File: src/rtl/sam_core.sv
// sam_core: single-accumulator CPU with a FETCH/DECODE/DATA/HALT FSM behind one request/wait memory port
module sam_core #(
  parameter int                 DATA_W   = 16,
  parameter int                 ADDR_W   = 12,
  parameter int                 PC_STEP  = 2,
  parameter logic [ADDR_W-1:0]  RESET_PC = '0
) (
  input  logic              clk,
  input  logic              rst_n,
  output logic [ADDR_W-1:0] mem_addr,
  output logic [DATA_W-1:0] mem_wdata,
  input  logic [DATA_W-1:0] mem_rdata,
  output logic              mem_req,
  output logic              mem_rw,
  input  logic              mem_wait,
  output logic [ADDR_W-1:0] pc,
  output logic [DATA_W-1:0] ac,
  output logic [DATA_W-1:0] ir,
  output logic              ovf,
  output logic              halted
);
  typedef enum logic [1:0] {S_FETCH, S_DECODE, S_DATA, S_HALT} state_t;
  localparam logic [2:0] OP_LOAD = 3'd0, OP_STORE = 3'd1, OP_ADD = 3'd2, OP_SUB = 3'd3;
  localparam logic [2:0] OP_BRN = 3'd4, OP_BRZ = 3'd5, OP_JMP = 3'd6, OP_HALT = 3'd7;
  localparam int MSB = DATA_W - 1;

  state_t state_q, state_d;
  logic [ADDR_W-1:0] pc_q, pc_d, addr_q, addr_d;
  logic [DATA_W-1:0] ac_q, ac_d, ir_q, ir_d, wdata_q, wdata_d;
  logic ovf_q, ovf_d, req_q, req_d, rw_q, rw_d;

  logic [2:0] op;
  logic [ADDR_W-1:0] opa, pc_inc;
  logic [DATA_W-1:0] sum, dif;
  logic taken, add_v, sub_v;

  assign op     = ir_q[MSB -: 3];
  assign opa    = ir_q[ADDR_W-1:0];
  assign pc_inc = pc_q + ADDR_W'(PC_STEP);
  assign taken  = (op == OP_JMP) || (op == OP_BRN && ac_q[MSB]) || (op == OP_BRZ && ac_q == '0);
  assign sum    = ac_q + mem_rdata;
  assign dif    = ac_q - mem_rdata;
  assign add_v  = (ac_q[MSB] == mem_rdata[MSB]) && (sum[MSB] != ac_q[MSB]);
  assign sub_v  = (ac_q[MSB] != mem_rdata[MSB]) && (dif[MSB] != ac_q[MSB]);

  // Bus registers are loaded on the edge entering a state, so the request is
  // already presented in the first cycle of DATA and of a post-branch FETCH.
  always_comb begin
    state_d = state_q;
    pc_d    = pc_q;
    ac_d    = ac_q;
    ir_d    = ir_q;
    ovf_d   = ovf_q;
    req_d   = req_q;
    rw_d    = rw_q;
    addr_d  = addr_q;
    wdata_d = wdata_q;
    case (state_q)
      S_FETCH: begin
        if (!req_q) begin
          req_d  = 1'b1;
          rw_d   = 1'b1;
          addr_d = pc_q;
        end else if (!mem_wait) begin
          ir_d    = mem_rdata;
          req_d   = 1'b0;
          state_d = S_DECODE;
        end
      end
      S_DECODE: begin
        if (op == OP_HALT) begin
          state_d = S_HALT;
        end else if (op[2]) begin
          pc_d    = taken ? opa : pc_inc;
          state_d = S_FETCH;
          req_d   = 1'b1;
          rw_d    = 1'b1;
          addr_d  = taken ? opa : pc_inc;
        end else begin
          pc_d    = pc_inc;
          state_d = S_DATA;
          req_d   = 1'b1;
          rw_d    = op != OP_STORE;
          addr_d  = opa;
          wdata_d = ac_q;
        end
      end
      S_DATA: begin
        if (!mem_wait) begin
          ac_d    = op == OP_LOAD ? mem_rdata : op == OP_ADD ? sum : op == OP_SUB ? dif : ac_q;
          ovf_d   = ovf_q | (op == OP_ADD && add_v) | (op == OP_SUB && sub_v);
          state_d = S_FETCH;
          rw_d    = 1'b1;
          addr_d  = pc_q;
        end
      end
      default: ;
    endcase
  end

  always_ff @(posedge clk or negedge rst_n) begin
    if (!rst_n) begin
      state_q <= S_FETCH;
      pc_q    <= RESET_PC;
      ac_q    <= '0;
      ir_q    <= '0;
      ovf_q   <= 1'b0;
      req_q   <= 1'b0;
      rw_q    <= 1'b1;
      addr_q  <= '0;
      wdata_q <= '0;
    end else begin
      state_q <= state_d;
      pc_q    <= pc_d;
      ac_q    <= ac_d;
      ir_q    <= ir_d;
      ovf_q   <= ovf_d;
      req_q   <= req_d;
      rw_q    <= rw_d;
      addr_q  <= addr_d;
      wdata_q <= wdata_d;
    end
  end

  assign mem_addr  = addr_q;
  assign mem_wdata = wdata_q;
  assign mem_req   = req_q;
  assign mem_rw    = rw_q;
  assign pc        = pc_q;
  assign ac        = ac_q;
  assign ir        = ir_q;
  assign ovf       = ovf_q;
  assign halted    = state_q == S_HALT;
endmodule

File: config.mk
export PLATFORM = sky130hd
export DESIGN_NAME = sam_core
export DESIGN_NICKNAME = d
export VERILOG_FILES = /design/src/rtl/sam_core.sv
export SDC_FILE = /design/constraint.sdc
export NUM_CORES = 1
export LEC_CHECK = 0
export CELL_PAD_IN_SITES_DETAIL_PLACEMENT = 1
export CELL_PAD_IN_SITES_GLOBAL_PLACEMENT = 1
export CORE_UTILIZATION = 25
export CTS_CLUSTER_DIAMETER = 60
export DETAILED_ROUTE_END_ITERATION = 7
export PLACE_DENSITY_LB_ADDON = 0.12
export SLEW_MARGIN = 20
export SYNTH_ARGS = -nofsm -noshare
export SYNTH_HDL_FRONTEND = slang
export SYNTH_SLANG_ARGS = --single-unit
File: constraint.sdc
create_clock -name clk -period 5.9 [get_ports clk]
set_clock_uncertainty 0.2 [all_clocks]
set_input_delay 1.18 -clock clk [delete_from_list [all_inputs] [get_ports clk]]
set_output_delay 1.18 -clock clk [all_outputs]
set_load 0.02 [all_outputs]
==> metrics.md <==
| Metric | Value |
|---|---|
| Status | `complete, no violations` |
| Leakage | `2.88 nW` |
| R2R Path Start | `ac[0]` |
| First-pass GRT wire length | `29.2 mm` |
| DRC Markers | `0` |
| Hold buffers post-CTS | `0` |
| Fin crit share | `70.9%` |
| Top-count cell post-synth | `nand2_1` |
| Final GP Congestion | `0.840` |
| Layout cells sized above 1 | `6.80%` |
| CP peak stage delay | `0.59 ns` |
| Inst Count DP | `960` |
| Min-Delay Path Class | `flop to flop` |
| Ranking of synthesized cells by area | `dfrtp_1 (36%), ha_1 (8.3%), o21ai_0 (6.7%), nand2_1 (5.9%), a21oi_1 (3.7%)` |
| H-Tree Depth | `3` |
| Diodes inserted | `0` |
| Min Clock Period, post-route | `4.18 ns` |
| Worst setup path endpoint | `ac[12]` |
| Initial Utilization | `25.9%` |
| WP data arrival | `4.21 ns` |
| WL final | `18.1 mm` |
| Buffer and inverter count on the worst path | `2` |
| RSZ-0062 raised after global routing | `false` |
| Reg2reg setup slack | `2.63 ns` |
| R2r worst-path depth | `13` |
| Max-slew violations | `0` |
| Post-CTS Resized | `0` |
| Setup violators final | `0` |
| Top delay family on crit path | `compound AO/OA/AOI/OAI gates` |
| Placed instance area | `6440 um2` |
| Share of the yosys chip area belonging to registers | `36.4%` |
| Via count | `4950` |
| Synthesized flop and latch total | `77` |
| Worst Setup End Kind | `flop` |
| Vias per inst | `5.07` |
| Port bufs | `94` |
| Die height | `148 um` |
| WL/cell | `18.5 um` |
| CTS Buf Count | `9` |
| Cell Count, Final, Fillers Out | `976` |
| Grt ovf | `0` |
| GR Util All Layers | `17.2%` |
| Syn. warnings | `0` |
| Cell count after synthesis | `629` |
| Critical Path Stages | `13` |
| Die area | `21800 um2` |
| Worst R2R End | `ac[14]` |
| Top_reg_cell synth | `dfrtp_1` |
| CTS Buffer Depth | `2` |
| # nets final | `757` |
| Req. time, crit path | `5.92 ns` |
| Largest net degree at the start of global routing | `46` |
| TritonCTS clock tree | `yes` |
| Critical Path, Cell by Cell | `clkdlybuf4s50_1, ha_1, inv_1, fa_1, o21bai_1, nand2b_4, a21oi_2, o41ai_2, or4b_4, a21oi_1, a211oi_2, xnor2_1, o211ai_1` |
| Vias in the first global route | `5165` |
| Critical path fanouts, max | `4` |
| I/O pin cnt | `95` |
| Post-synth top cells | `nand2_1 (83), dfrtp_1 (76), o21ai_0 (71)` |
| Fin Setup TNS | `0 ns` |
| Critical path type | `input port to flop` |
| Max cap viols | `0` |
| IR Drop Worst-Case VDD | `0.185 mV` |
| Drt first-iter violations | `155` |
| Post-synth cell types | `65` |
| Max-slew headroom | `30.5%` |
| Clk Latency, worst-skew pair | `0.35 ns` |
| Clk sinks | `77` |
| Post-Route Utilization | `32.8%` |
| Setup Fix Bufs, Post-CTS | `0` |
| Finished Cell Area | `6730 um2` |
| Synth Cell Area | `5300 um2` |
| Clock transition at the registers of the reported paths | `0.06 ns` |
| Post-synth EDFFs | `0` |
| CORE AREA | `20500 um2` |
| Fillers | `2440` |
| Routed Antenna Nets | `0` |
| Share of the synthesized area in the top cell type | `35.9%` |
| Slowest cell on the critical path | `clkdlybuf4s50_1` |
| Clock root cell | `clkbuf_16` |
| Worst Setup SP | `mem_rdata[0]` |
| Fmax | `239 MHz` |
| PD cells | `633 nW/um2` |
| Fraction of registers with async set/reset | `100%` |
| Rows | `52` |
| Die Wd | `148 um` |
| Hold Violations, Final | `0` |
| Top cell type by total area after synthesis | `dfrtp_1` |
| Antenna violations before repair | `0` |
| Slew @ Worst Pin | `1.04 ns` |
| Net Count, Synth | `685` |
| HPWL after DPL | `13.5 mm` |
| Pre-antenna DRT Iters | `4` |
| Syn Area/Cell | `8.43 um2` |
| Startpoint class of the critical path | `input port` |
| Area delta synth->final | `26.8%` |
-- worst min-delay path, cell delays in order, from the launching register on --
cell	delay, ns
dfrtp_1	0.34
nand2_1	0.04
o21ai_0	0.06
-- cell type report --
type	count	area (um2)	share of cell area (%)
multi-input cells	478	3070	45.6
flip-flops and latches	77	1930	28.7
repair buffers	99	976	14.5
well taps	270	338	5.02
clock buffers	13	240	3.57
inverters	36	135	2.01
clock inverters	3	40.0	0.595
-- power breakdown --
part	internal, mW	switching, mW	total [mW]
sequential	0.777	0.334	1.11
clock	0.328	0.234	0.561
combinational	1.09	1.49	2.58
-- through the flow --
stage | hold slack [ns] | power [mW] | setup slack (ns)
after floorplan | 0.300 | 2.73 | 2.26
after global placement | 0.262 | 3.69 | 1.46
after detailed placement | 0.269 | 3.74 | 1.33
after CTS | 0.283 | 4.32 | 1.72
after global routing | 0.320 | 4.61 | 1.59
final | 0.274 | 4.26 | 1.72
-- cell usage in the layout (no fill, tap or decap), types with 5 or more instances in the layout --
cell type / instances
clkdlybuf4s50_1: 93
nand2_1: 83
dfrtp_1: 76
o21ai_0: 71
nor2_1: 50
a21oi_1: 39
inv_1: 36
ha_1: 35
a31oi_1: 15
nand3_1: 15
xnor2_1: 15
mux2_2: 14
o31ai_1: 13
and3_1: 11
o22a_1: 11
a22oi_1: 10
clkbuf_16: 9
nand2b_1: 7
a211oi_1: 7
buf_4: 6
nor4_1: 5
a21o_1: 5
-- registers in the layout (all words and copies together) (netlist names) --
register and cells:
mem_addr 12, ovf 1, pc 12, ac 16, mem_req 1, ir 16
mem_rw 1, mem_wdata 16, state_q 2
-- how the worst min path moves through the flow --
stage | from | end | slack, ns | cells after the start
global placement | mem_addr[8] | mem_addr[8] | 0.26 | 2
floorplan | state_q[1] | state_q[1] | 0.30 | 2
detailed placement | mem_addr[7] | mem_addr[7] | 0.27 | 2
CTS | mem_addr[7] | mem_addr[7] | 0.28 | 2
finish | mem_addr[7] | mem_addr[7] | 0.27 | 2
global route | mem_addr[9] | mem_addr[9] | 0.32 | 2
-- logic make-up (layout without fill, tap and decap cells) --
| logic type | Yosys count | count (layout) | share of synthesized area, % |
|---|---|---|---|
| simple gates | 199 | 199 | 17.4 |
| flops | 77 | 77 | 36.4 |
| buf+inv | 74 | 151 | 5.78 |
| fa+ha+maj | 37 | 37 | 9.01 |
| xor+xnor | 18 | 18 | 2.97 |
| mux | 18 | 18 | 3.73 |
| compound gates | 206 | 206 | 24.8 |
-- layer usage --
| layer | track usage, % | part of all wire (%) | vias up |
|---|---|---|---|
| met5 | 0 | 0 | - |
| met4 | 6.13 | 1.5 | 0 |
| met3 | 1.73 | 3.5 | 17 |
| met2 | 28.9 | 49 | 96 |
| met1 | 22.9 | 46 | 2461 |
| li1 | - | - | 2376 |
Note: power is estimated with default switching activity, not from simulation.
==> RTL edit: new RTL, same settings <==
Reset style: synchronous (`rst_n`), changed in one clocked block.
--- a/src/rtl/sam_core.sv
+++ b/src/rtl/sam_core.sv
@@ -98,7 +98,7 @@
     endcase
   end
 
-  always_ff @(posedge clk or negedge rst_n) begin
+  always_ff @(posedge clk) begin
     if (!rst_n) begin
       state_q <= S_FETCH;
       pc_q    <= RESET_PC;
Function: differs if rst_n is asserted again (counterexample within 4 cycles, from zero or initial values and one cycle with rst_n low); with rst_n held inactive, the same outputs for 10 cycles.
==> RTL edit against the unedited design <==
Worst setup slack worse by 160 ps; largest cell class unchanged; global-route usage grew 1.7 points; critical endpoint is now ac[12]$_SDFFE_PN0P_; final area shrank 1.1%; area after synthesis decreased by 1.7%; critical path depth is 1 lower; critical path type unchanged; sequential cell count did not move; routed wire length up 8.2%; non-clock buffer count unchanged; highest routed layer unchanged; first-iteration DRC count rose by 20%.
Power is not compared: it rests on default switching activity, and its combinational part moved more than twofold at a synthesized area within 25%.
==> RTL edit: results (changes against the unedited design) <==
| Metric | Value |
|---|---|
| Status | `finished, final reports clean` |
| Hold WS | `258 ps (-16.3 ps)` |
| #MultiIn Comb | `538 (+13%)` |
| CTS sink count | `77 (unchanged)` |
| Via/cell ratio | `5.08 (+0.22%)` |
| Synth top cells by count | `nand2_1 (109), a21oi_1 (85), dfxtp_1 (77), nor2_1 (53), o21ai_0 (41)` |
| Crit path max-delay family | `compound AO/OA/AOI/OAI gates` |
| Synth top area cells | `dfxtp_1 (30%), ha_1 (8.6%), a21oi_1 (8.2%)` |
| Inst Count DP | `1019 (+6.1%)` |
| Area after DPL | `6330 um^2 (-1.8%)` |
| Met3 Usage GRT | `3.94% (+2.2 points)` |
| Asr flop ratio synth | `0% (-100 points)` |
| WL/cell | `18.9 um (+2.0%)` |
| M1 WL | `9410 um (+13%)` |
| Layout clock area frac | `4.89% (+0.72 points)` |
| # diodes | `1 (+1)` |
| Ys flop type | `dfxtp_1` |
| R2r endpoint | `ac[12]$_SDFFE_PN0P_` |
| Max Clock Freq | `0.230 GHz (-3.7%)` |
| Vias in the first global route | `5464 (+5.8%)` |
| H-tree depth | `3 (unchanged)` |
| WHS Endpoint | `mem_wdata[0]$_SDFFE_PN0P_` |
| Critical Path AT | `4380 ps (+170 ps)` |
| Setup WS pre-CTS | `1370 ps (+38.6 ps)` |
| Share of post-route cells with drive strength above 1 | `6.14% (-0.66 points)` |
| Synth Net Count | `749 (+9.3%)` |
| Met3 routed WL | `813 um (+27%)` |
| Worst R2R Setup Slack | `2550 ps (-80 ps)` |
| Gr usage total | `18.9% (+1.7 points)` |
| Storage cell area | `1540 um^2 (-20%)` |
| Inverter count | `35 (-2.8%)` |
| RR Startpoint | `ac[0]$_SDFFE_PN0P_` |
| Yosys cell types | `74 (+14%)` |
| Fraction of area in multi-input gates | `50.2% (+4.5 points)` |
| FF-to-FF path depth | `12 (-1)` |
| Pin count of the biggest net entering global routing | `35 (-24%)` |
| Worst Hold Launch | `mem_wdata[0]$_SDFFE_PN0P_` |
| First-pass GRT wire length | `31300 um (+7.3%)` |
| Met1 usage | `24.6% (+1.7 points)` |
| Antenna violations before repair | `1 (+1)` |
| Sequential area share after synthesis | `29.6% (-6.8 points)` |
| Relative max-transition margin | `44.7% (+14 points)` |
| Final WL | `19600 um (+8.2%)` |
| Buffering overhead | `14.7% (+0.19 points)` |
| # fillers | `2455 (+0.61%)` |
| Highest-delay cell along the critical path | `a2111oi_0` |
| Crit path to | `ac[12]$_SDFFE_PN0P_` |
| Met2 Use GR | `30.8% (+1.9 points)` |
| Detailed Route Iter0 Violations | `186 (+20%)` |
| Nets | `817 (+7.9%)` |
| Met2 wire len | `8880 um (+0.57%)` |
RTL edit: cell types whose count changed in the layout (fill, tap and decap cells not counted), sizes merged, moves of 11 or more:
cell    change
a21oi      +45
a221oi     +13
dfrtp      -76
dfxtp      +77
mux2       -14
nand2      +27
nor3       +11
o21ai      -30
o22a       -11
o31ai      -11
RTL edit: report_power, final:
group / internal [W] / switching, W
Clock: 0.000382 / 0.000242
Sequential: 0.000582 / 0.0000699
Combinational: 0.000279 / 0.000499
Total: 0.00124 / 0.000811
RTL edit: cells by family after synthesis:
| group | after synthesis | synth area share [%] |
|---|---|---|
| multiplexers | 9 | 1.73 |
| adder cells (fa/ha/maj) | 38 | 9.40 |
| flip-flops | 77 | 29.6 |
| XOR/XNOR | 22 | 3.69 |
| buffers and inverters | 77 | 6.45 |
| AO/OA/AOI/OAI | 206 | 25.1 |
| AND/OR/NAND/NOR | 263 | 24.0 |
